$ cat src/rtl/led_trail_chaser_if.sv
// Pin bundle for the LED trail chaser: the control inputs and the PWM LED drive.
// The master side drives the controls and the slave side (the chaser) drives the LEDs.
`timescale 1ns/1ps

interface led_trail_chaser_if #(
   parameter int NUM_CH = 8
);
   logic [2:0]        speed;
   logic              direction;
   logic [1:0]        mode;
   logic [1:0]        fade_rate;
   logic [NUM_CH-1:0] led_out;

   modport master (
      output speed,
      output direction,
      output mode,
      output fade_rate,
      input  led_out
   );

   modport slave (
      input  speed,
      input  direction,
      input  mode,
      input  fade_rate,
      output led_out
   );
endinterface

$ cat src/rtl/led_trail_chaser.sv
// LED trail chaser: a lit head moves across NUM_CH channels (chase/bounce/pulse/hold)
// and leaves a trail whose brightness halves on every fade tick, rendered through PWM.
//
//  state       | meaning
//  ST_UP       | bounce mode steps the head towards channel NUM_CH-1
//  ST_DOWN     | bounce mode steps the head towards channel 0
`timescale 1ns/1ps

module led_trail_chaser #(
   parameter int NUM_CH       = 8,
   parameter int STEP_W       = 24,
   parameter int FADE_W       = 21,
   parameter int BRIGHT_W     = 5,
   parameter int COMMON_ANODE = 1
) (
   input  logic               clk,
   input  logic               reset,
   led_trail_chaser_if.slave  bus
);

   localparam int PW = (NUM_CH > 1) ? $clog2(NUM_CH) : 1;

   localparam logic [PW-1:0]       POS_ZERO = '0;
   localparam logic [PW-1:0]       POS_ONE  = PW'(1);
   localparam logic [PW-1:0]       POS_LAST = PW'(NUM_CH - 1);
   localparam logic [BRIGHT_W-1:0] FULL     = '1;

   localparam logic [1:0] M_CHASE  = 2'b00;
   localparam logic [1:0] M_BOUNCE = 2'b01;
   localparam logic [1:0] M_PULSE  = 2'b10;
   localparam logic [1:0] M_HOLD   = 2'b11;

   typedef enum logic {
      ST_UP   = 1'b0,
      ST_DOWN = 1'b1
   } bounce_t;

   logic [2:0]          speed_r;
   logic                direction_r;
   logic [1:0]          mode_r;
   logic [1:0]          fade_rate_r;

   logic [STEP_W-1:0]   step_cnt;
   logic [STEP_W-1:0]   step_thr;
   logic                step_tick;

   logic [FADE_W-1:0]   fade_cnt;
   logic [FADE_W-1:0]   fade_mask;
   logic                fade_tick;

   logic [BRIGHT_W-1:0] pwm_cnt;

   bounce_t             bstate;
   bounce_t             bstate_nxt;
   logic [PW-1:0]       pos;
   logic [PW-1:0]       pos_nxt;
   logic                bounce_up;

   logic                head_load;
   logic                pulse_load;

   logic [BRIGHT_W-1:0] bright [NUM_CH];
   logic [NUM_CH-1:0]   lit;

   // Control pins pass through one register stage before anything uses them.
   always_ff @(posedge clk) begin
      if (reset) begin
         speed_r     <= '0;
         direction_r <= 1'b0;
         mode_r      <= '0;
         fade_rate_r <= '0;
      end else begin
         speed_r     <= bus.speed;
         direction_r <= bus.direction;
         mode_r      <= bus.mode;
         fade_rate_r <= bus.fade_rate;
      end
   end

   // Step timer: a larger speed code lowers the threshold and shortens the period.
   assign step_thr  = {~speed_r, {(STEP_W-3){1'b1}}};
   assign step_tick = (step_cnt >= step_thr);

   always_ff @(posedge clk) begin
      if (reset) begin
         step_cnt <= '0;
      end else if (step_tick) begin
         step_cnt <= '0;
      end else begin
         step_cnt <= step_cnt + STEP_W'(1);
      end
   end

   always_comb begin
      fade_mask = '1;
      case (fade_rate_r)
         2'd0:    fade_mask = {3'b000, {(FADE_W-3){1'b1}}};
         2'd1:    fade_mask = {2'b00,  {(FADE_W-2){1'b1}}};
         2'd2:    fade_mask = {1'b0,   {(FADE_W-1){1'b1}}};
         default: fade_mask = '1;
      endcase
   end

   assign fade_tick = ((fade_cnt & fade_mask) == '0);

   always_ff @(posedge clk) begin
      if (reset) begin
         fade_cnt <= '0;
         pwm_cnt  <= '0;
      end else begin
         fade_cnt <= fade_cnt + FADE_W'(1);
         pwm_cnt  <= pwm_cnt + BRIGHT_W'(1);
      end
   end

   always_ff @(posedge clk) begin
      if (reset) begin
         pos    <= '0;
         bstate <= ST_UP;
      end else begin
         pos    <= pos_nxt;
         bstate <= bstate_nxt;
      end
   end

   // The bounce direction is kept across other modes so re-entering bounce resumes it.
   always_comb begin
      pos_nxt    = pos;
      bstate_nxt = bstate;
      if (step_tick) begin
         case (mode_r)
            M_CHASE: begin
               if (direction_r) begin
                  pos_nxt = (pos == POS_LAST) ? POS_ZERO : pos + POS_ONE;
               end else begin
                  pos_nxt = (pos == POS_ZERO) ? POS_LAST : pos - POS_ONE;
               end
            end
            M_BOUNCE: begin
               if (bstate == ST_UP) begin
                  if (pos == POS_LAST) begin
                     bstate_nxt = ST_DOWN;
                     pos_nxt    = POS_LAST - POS_ONE;
                  end else begin
                     pos_nxt    = pos + POS_ONE;
                  end
               end else begin
                  if (pos == POS_ZERO) begin
                     bstate_nxt = ST_UP;
                     pos_nxt    = POS_ONE;
                  end else begin
                     pos_nxt    = pos - POS_ONE;
                  end
               end
            end
            default: begin
               pos_nxt    = pos;
               bstate_nxt = bstate;
            end
         endcase
      end
   end

   always_comb begin
      head_load  = 1'b0;
      pulse_load = 1'b0;
      case (mode_r)
         M_PULSE: pulse_load = step_tick;
         M_CHASE,
         M_BOUNCE,
         M_HOLD:  head_load  = 1'b1;
         default: head_load  = 1'b0;
      endcase
   end

   assign bounce_up = (bstate == ST_UP);

   // Reloads win over the fade shift; otherwise the level simply holds.
   always_ff @(posedge clk) begin
      if (reset) begin
         for (int i = 0; i < NUM_CH; i++) begin
            bright[i] <= '0;
         end
      end else begin
         for (int i = 0; i < NUM_CH; i++) begin
            if (pulse_load || (head_load && (pos == PW'(i)))) begin
               bright[i] <= FULL;
            end else if (fade_tick) begin
               bright[i] <= bright[i] >> 1;
            end
         end
      end
   end

   always_ff @(posedge clk) begin
      if (reset) begin
         lit <= '0;
      end else begin
         for (int i = 0; i < NUM_CH; i++) begin
            lit[i] <= (bright[i] > pwm_cnt);
         end
      end
   end

   assign bus.led_out = lit ^ {NUM_CH{(COMMON_ANODE != 0)}};

endmodule

$ cat src/flat_wrapper.sv
// flat-port wrapper written by rule: the top's interface ports become plain ports
module led_trail_chaser_flat 
#(
   parameter int NUM_CH       = 8,
   parameter int STEP_W       = 24,
   parameter int FADE_W       = 21,
   parameter int BRIGHT_W     = 5,
   parameter int COMMON_ANODE = 1
)
  (clk, reset, bus_speed, bus_direction, bus_mode, bus_fade_rate, bus_led_out);
  led_trail_chaser_if #(.NUM_CH(NUM_CH)) bus_i ();
  input  logic clk;
  input  logic reset;
  input wire logic [$bits(bus_i.speed)-1:0] bus_speed;
  input wire logic [$bits(bus_i.direction)-1:0] bus_direction;
  input wire logic [$bits(bus_i.mode)-1:0] bus_mode;
  input wire logic [$bits(bus_i.fade_rate)-1:0] bus_fade_rate;
  output wire logic [$bits(bus_i.led_out)-1:0] bus_led_out;
  assign bus_i.speed = bus_speed;
  assign bus_i.direction = bus_direction;
  assign bus_i.mode = bus_mode;
  assign bus_i.fade_rate = bus_fade_rate;
  assign bus_led_out = bus_i.led_out;
  led_trail_chaser #(.NUM_CH(NUM_CH), .STEP_W(STEP_W), .FADE_W(FADE_W), .BRIGHT_W(BRIGHT_W), .COMMON_ANODE(COMMON_ANODE)) u_core (.clk(clk), .reset(reset), .bus(bus_i));
endmodule
$ cat config.mk
export PLATFORM = sky130hd
export DESIGN_NAME = led_trail_chaser_flat
export DESIGN_NICKNAME = d
export VERILOG_FILES = /design/src/rtl/led_trail_chaser_if.sv /design/src/rtl/led_trail_chaser.sv /design/src/flat_wrapper.sv
export SDC_FILE = /design/constraint.sdc
export NUM_CORES = 1
export LEC_CHECK = 0
export ABC_AREA = 1
export BUFFER_PORTS_ARGS = -buffer_cell sky130_fd_sc_hd__buf_2
export CELL_PAD_IN_SITES_DETAIL_PLACEMENT = 1
export CELL_PAD_IN_SITES_GLOBAL_PLACEMENT = 2
export CORE_MARGIN = 4
export CORE_UTILIZATION = 38
export DETAILED_ROUTE_END_ITERATION = 8
export GPL_TIMING_DRIVEN = 1
export HOLD_SLACK_MARGIN = 0.05
export MAX_ROUTING_LAYER = met4
export PLACE_DENSITY_LB_ADDON = 0.1
export SLEW_MARGIN = 20
export SYNTH_ARGS = -nofsm -noshare
export SYNTH_HDL_FRONTEND = slang
export SYNTH_SLANG_ARGS = --single-unit
$ cat constraint.sdc
create_clock -name clk -period 2.1 [get_ports clk]
set_input_delay 0.42 -clock clk [delete_from_list [all_inputs] [get_ports clk]]
set_output_delay 0.42 -clock clk [all_outputs]
set_load 0.01 [all_outputs]
==> impl_results.md, run 1 <==
- Initial Util: between 30% and 40%
- Inserted Diodes: 0
- CTS Hold Buffers Added: 0
- Tmin final: 1890 ps
- Syn Nets: 811
- Launching point of the worst reg2reg path: u_core.fade_cnt[0]
- Clock power share: between 30% and 40%
- Root buf cell: clkbuf_16
- Most common cell after layout, fill and taps aside: nand2_1
- Status: completed
- FF+latch area: 2600 um^2
- Fmax: 0.529 GHz
- Seq pwr share: 51.4%
- CTS tree: done
- Fraction of layout cells with a size suffix above 1: roughly 11%
- Die Span Y: between 100 and 150 um
- P&R area growth vs syn: 12.7%
- Worst reg2reg endpoint: u_core.bright[0][39]
- Wire length on met1: around 7.0 mm
- Critical-path maximum fanout: 8
- Max layer used: met4
- Clk_lat worst skew: 350 ps
- Clk slew on worst S/H paths: ~70 ps
- Flop2flop setup slack: 210 ps
- Largest net degree at the start of global routing: 35
- Initial antenna violation count: 0
- Post-synth EDFFs: 40
- Htree depth: 3
- Core ar.: 15300 um^2
- Post-DRT Antenna Nets: 0
- Asr flop ratio synth: 0%
- Max VDD drop: 0.000367 V
- Register area share after synthesis: 43.4%
- Final Max Tran Viols: 0
- # rows: 45
- Multi-input logic area: 2940 um^2
- Net Sw Frac: 25.5%
- Crit path cell chain: inv_1 -> ha_1 -> nand2_1 -> nor3_1 -> nand3_1 -> nor3_2 -> nor2_1 -> buf_4 -> nand3_1 -> buf_4
- Crit path DAT: 1960 ps
- RSZ-0062 raised after global routing: true
- Fin cells: 995
- Synth Warn #: 0
- DR iter-0 viols: roughly 180
- Buffers on Ports: 17
- Setup Skew: 7.00 ps
- Routed len/inst: 14.4 um
- Post-Syn Instances: 744
- Crit path max-delay family: simple AND/OR/NAND/NOR gates
- Final WL: 14.3 mm
- GR Util All Layers: between 10% and 20%
- FF+latch count, synth: 110
- Static Leak: ~0.0028 uW
- Least-Margin Pin Slew: 632 ps
- Drt pass-1 iters: 4
- Hold path start: bus_fade_rate[1]
- Critical path required time: 2170 ps
- Vias per Instance: 4.91
- Met2 WL: 6.89 mm
- Post-Syn Area: 5990 um^2
- First-pass GRT wire length: ~25 mm
- Bufs and invs on worst path: 3
- Internal: 3520 uW
- CP Capture Type: flip-flop
- Combinational power share: 12.9%
- Syn avg cell area: approximately 8 um^2
- Clock sinks: 110
- DR DRC count: 0
- CTS Buffer Depth: 2
- Crit path kind: reg -> reg
- Power density cells: 700 nW/um^2
- Die width: around 130 um
- Max Cap Viol: 0
- Slowest-stage cell, CP: dfxtp_1
- Fill count: 1866
- Total negative slack: 0 ps
- Critical path launch point type: flip-flop
- HP Class: in -> reg
- Global placement routability congestion: between 0.7 and 0.8
- Vias: 4885
- Reg2Reg Depth: 10
- Total Nets Final: 846
- Total CTS buffers: 9
- Fin crit share: 90.0%
- Most frequent cells in the layout: 110 x nand2_1, 104 x inv_1, 103 x nor2_1, 70 x dfxtp_1, 64 x a21oi_1
- Worst hold path stage count: 3
- I/O pin cnt: 18
- Slowest stage delay, CP: between 300 and 400 ps
- Sw power: 1200 uW
- Hpwl dp: 10.9 mm
- Hold Slack: 268 ps
- Synth unique cells: 35
- Placed Cells incl. Taps: 979
- GRT Residual Overflow: 0
- Final Hold Viols: 0
- Final setup fails: 0
- Synth Flop Type: dfxtp_1
- Hold worst-path end: u_core.fade_rate_r[1]
- Full die area: 17800 um^2
- Vias in the first global route: between 5000 and 6000
- WL met3: 232 um
- Max_slew headroom: between 50 and 60%
## sequential cells by signal, indices dropped and copies added (netlist names)
register / flops
u_core.pwm_cnt: 5
u_core.fade_cnt: 21
u_core.pos: 3
u_core.bstate: 1
u_core.lit: 8
u_core.direction_r: 1
u_core.bright: 40
u_core.speed_r: 3
u_core.fade_rate_r: 2
u_core.step_cnt: 24
u_core.mode_r: 2
## worst max path at each step
stage	from	end	depth (start not counted)
floorplan	reset	u_core.bright[0][0]	8
global placement	reset	u_core.bright[0][38]	10
detailed placement	u_core.step_cnt[0]	u_core.bright[0][5]	11
CTS	u_core.step_cnt[0]	u_core.bright[0][5]	11
global route	u_core.step_cnt[0]	u_core.bright[0][18]	11
finish	u_core.fade_cnt[0]	u_core.bright[0][39]	10
## cell type report
| type | instances | area share [%] |
|---|---|---|
| Clock inverter | 4 | 0.704 |
| Tap cell | 211 | 3.91 |
| Sequential cell | 110 | 38.6 |
| Multi-Input combinational cell | 512 | 43.5 |
| Clock buffer | 12 | 3.50 |
| Timing Repair Buffer | 38 | 3.78 |
| Inverter | 108 | 6.01 |
## synth_stat cells, types with 2 or more instances
master | n | area (um^2)
nand3_2 | 2 | 20.0
a211oi_1 | 7 | 52.6
clkbuf_1 | 9 | 33.8
o21ai_0 | 27 | 135
inv_1 | 104 | 390
inv_2 | 4 | 15.0
dfxtp_1 | 70 | 1400
nor3_1 | 28 | 140
edfxtp_1 | 40 | 1200
nor2_2 | 5 | 31.3
nand2_2 | 14 | 87.6
nor3b_1 | 2 | 15.0
nand3_1 | 32 | 160
buf_2 | 3 | 15.0
nor4_1 | 11 | 68.8
or2_2 | 4 | 25.0
nand3b_1 | 7 | 52.6
nor2_1 | 103 | 387
nand4_1 | 19 | 119
xor2_1 | 5 | 43.8
nand2_4 | 2 | 22.5
nand2_1 | 110 | 413
a21oi_1 | 64 | 320
ha_1 | 57 | 713
xnor2_1 | 5 | 43.8
## kinds of logic (layout without fill, tap and decap cells)
group	count (synthesis)	after routing	share of synthesized area, %
simple gates	341	341	26.1
buf+inv	122	162	7.89
flops	110	110	43.4
compound gates	104	104	9.21
fa+ha+maj	57	57	11.9
xor+xnor	10	10	1.46
## per-stage QoR
step	area [um^2]	worst slack [ps]	total power, uW	util [%]
after floorplan	5990	204	2870	-
after global placement	6440	204	3050	42.1
after detailed placement	6440	166	3100	42.1
after CTS	6730	138	4810	43.9
after global routing	6750	-9.91	5000	44.1
final	6750	210	4730	44.1
## worst min-delay path: cells and delay by family
family	cells	cell delay, ps
buf+inv	2	100
simple gates	1	60
## what timing repair did
item / CTS / global route
setup endpoints to repair: 0 / 42
resized for setup: 0 / 4
setup buffers: 0 / 0
## metal layers
metal  vias up  track usage [%]
met4         0             5.31
met1      2297             22.1
li1       2531                -
met5         -                -
met2        43             29.4
met3        14             2.15
## power groups by stage
stage | Combinational [uW] | Clock, uW | Sequential, uW
final | 610 | 1690 | 2430
after global routing | 725 | 1830 | 2450
after CTS | 624 | 1750 | 2430
after detailed placement | 620 | 0 | 2480
after global placement | 575 | 0 | 2480
after floorplan | 420 | 0 | 2450
(Power assumes the default switching activity.)
==> run 2: changes to the inputs <==
CELL_PAD_IN_SITES_DETAIL_PLACEMENT = default   (was 1)
CELL_PAD_IN_SITES_GLOBAL_PLACEMENT = default   (was 2)
CORE_UTILIZATION = 58   (was 38)
PLACE_DENSITY = 0.75   (was default)
PLACE_DENSITY_LB_ADDON = default   (was 0.1)
==> run 2 against run 1 <==
Net effect:
- core utilization rose by 22 points
- non-clock buffer count did not move
- routed wire length fell by 15%
- worst setup slack improved by 23 ps
- first-iteration DRC count rose by 61%
- critical endpoint is now u_core.bright[0][36]
- largest cell class unchanged
==> impl_results.md, run 2 (same netlist as run 1, synthesis figures left out) <==
- Status: completed (unchanged)
- Vias in the first global route: 4616 (was 5095)
- Post-DRT Antenna Nets: 0 (unchanged)
- Post-Place Setup Slack: 210 ps (was 166 ps)
- Fmax: 0.536 GHz (was 0.529 GHz)
- Max reg flops: 40 (unchanged)
- Drt pass-1 iters: 5 (was 4)
- HP Class: in -> reg (unchanged)
- Fill count: 899 (was 1866)
- Static Leak: 0.00277 uW (was 0.00280 uW)
- Tmin final: 1870 ps (was 1890 ps)
- Crit path DAT: 1970 ps (was 1960 ps)
- Most common cell after layout, fill and taps aside: nand2_1 (unchanged)
- Flop2flop setup slack: 230 ps (was 210 ps)
- CTS Hold Buffers Added: 0 (unchanged)
- Total CTS buffers: 9 (unchanged)
- Fraction of layout cells with a size suffix above 1: 11.0% (was 10.8%)
- Max_slew headroom: 60.6% (was 57.8%)
- Full die area: 12000 um^2 (was 17800 um^2)
- Power density cells: 668 nW/um^2 (was 700 nW/um^2)
- Root buf cell: clkbuf_8 (was clkbuf_16)
- Placed cell area: 6330 um^2 (was 6440 um^2)
- Post-layout util: 66.0% (was 44.1%)
- Global placement routability congestion: 0.949 (was 0.793)
- Bufs and invs on worst path: 1 (was 3)
- Die width: 110 um (was 134 um)
- Largest net degree at the start of global routing: 29 (was 35)
- Slowest stage delay, CP: 370 ps (was 360 ps)
- Die Span Y: 110 um (was 134 um)
- Fin worst setup slack: 233 ps (was 210 ps)
- # rows: 36 (was 45)
- Final Hold Viols: 0 (unchanged)
- Buffers on Ports: 17 (unchanged)
- Vias: 4875 (was 4885)
- DR iter-0 viols: 293 (was 182)
- I/O pin cnt: 18 (unchanged)
- Hpwl dp: 9.10 mm (was 10.9 mm)
- Largest regs: u_core.bright: 40 flops, u_core.step_cnt: 24 flops, u_core.fade_cnt: 21 flops (unchanged)
- Vias per Instance: 5.32 (was 4.91)
- Fin area: 6540 um^2 (was 6750 um^2)
- Top reg by flops: u_core.bright (unchanged)
- Least-Margin Pin Slew: 590 ps (was 632 ps)
- Clk_lat worst skew: 380 ps (was 350 ps)
- Initial antenna violation count: 0 (unchanged)
- Multi-input logic area: 2920 um^2 (was 2940 um^2)
- Post-CTS Repair Setup Buffers: 0 (unchanged)
- CP Capture Type: flip-flop (unchanged)
- GR Util All Layers: 21.9% (was 17.5%)
- Final setup fails: 0 (unchanged)
- Max Cap Viol: 0 (unchanged)
- CTS Buffer Depth: 2 (unchanged)
- First-pass GRT wire length: 20.4 mm (was 24.8 mm)
- Final Max Tran Viols: 0 (unchanged)
- FF+latch area: 2600 um^2 (unchanged)
- Final WL: 12.1 mm (was 14.3 mm)
- RSZ-0062 raised after global routing: false (was true)
- Crit path cell chain: ha_1 -> nand2_1 -> nor2_2 -> nand2_1 -> nor2_2 -> nand2_2 -> nand2_4 -> nand2_4 -> nand3_1 -> buf_4 (was inv_1 -> ha_1 -> nand2_1 -> nor3_1 -> nand3_1 -> nor3_2 -> nor2_1 -> buf_4 -> nand3_1 -> buf_4)
- Fin crit share: 88.9% (was 90.0%)
- Htree depth: 3 (unchanged)
- Total Nets Final: 846 (unchanged)
- Clk slew on worst S/H paths: 100 ps (was 70 ps)
- Fin cells: 917 (was 995)
- P&R area growth vs syn: 9.17% (was 12.7%)
- Crit path max-delay family: simple AND/OR/NAND/NOR gates (unchanged)
- DR DRC count: 0 (unchanged)
- Critical-path maximum fanout: 16 (was 8)
- GRT Residual Overflow: 0 (unchanged)
- Crit path kind: reg -> reg (unchanged)
- CTS tree: done (unchanged)
- Placed Cells incl. Taps: 901 (was 979)
- Core ar.: 9910 um^2 (was 15300 um^2)
- Total negative slack: 0 ps (unchanged)
- Most frequent cells in the layout: 110 x nand2_1, 104 x inv_1, 103 x nor2_1, 70 x dfxtp_1, 64 x a21oi_1 (unchanged)
- Setup Skew: 16.1 ps (was 7.00 ps)
- Critical path required time: 2200 ps (was 2170 ps)
- Inserted Diodes: 0 (unchanged)
- Routed len/inst: 13.2 um (was 14.4 um)
- Clock sinks: 110 (unchanged)
- Resized Gates After CTS: 0 (unchanged)
- Max VDD drop: 0.000388 V (was 0.000367 V)
- Critical path launch point type: flip-flop (unchanged)
- Initial Util: 60.5% (was 39.1%)
- Slowest-stage cell, CP: dfxtp_1 (unchanged)
-- run 2: cell types whose count changed in the layout (fill, tap and decap cells not counted), sizes merged --
cell	change
clkbuf	-1
clkinv	+1
clkinvlp	-1
inv	+1
-- run 2: tightest hold or removal path: cells and delay by family --
kind	cells	cell delay (ps)
buffers and inverters	2	130
and+or+nand+nor	1	30
-- run 2: layer usage --
layer	wire length, um	track usage [%]	share of wire (%)
met1	5640	27.1	46
met2	5750	37.0	47
met3	539	2.76	4.4
met4	210	8.10	1.7
met5	0	-	0
-- run 2: cell type report --
| type | count | share of cell area (%) |
|---|---|---|
| flip-flops and latches | 110 | 39.8 |
| clock buffers | 11 | 2.33 |
| well taps | 133 | 2.54 |
| clock inverters | 5 | 0.842 |
| repair buffers | 38 | 3.71 |
| multi-input cells | 512 | 44.6 |
| inverters | 108 | 6.20 |
-- run 2: path summary, 6_finish.rpt --
path	start	cells after the start	to
setup / recovery	u_core.step_cnt[0]	10	u_core.bright[0][36]
hold / removal	bus_fade_rate[1]	3	u_core.fade_rate_r[1]
setup reg to reg	u_core.step_cnt[0]	10	u_core.bright[0][36]
hold reg to reg	u_core.step_cnt[0]	1	u_core.step_cnt[0]
-- run 2: per-stage QoR --
stage | hold slack, ps | total power, uW
after floorplan | 418 | 2870
after global placement | 429 | 3020
after detailed placement | 440 | 3070
after CTS | 233 | 4400
after global routing | 234 | 4600
final | 244 | 4370
-- run 2: where the power goes --
group,switching [uW],internal (uW),total (uW)
sequential,73.2,2360,2430
clock,721,624,1340
combinational,356,240,596
total,1150,3220,4370
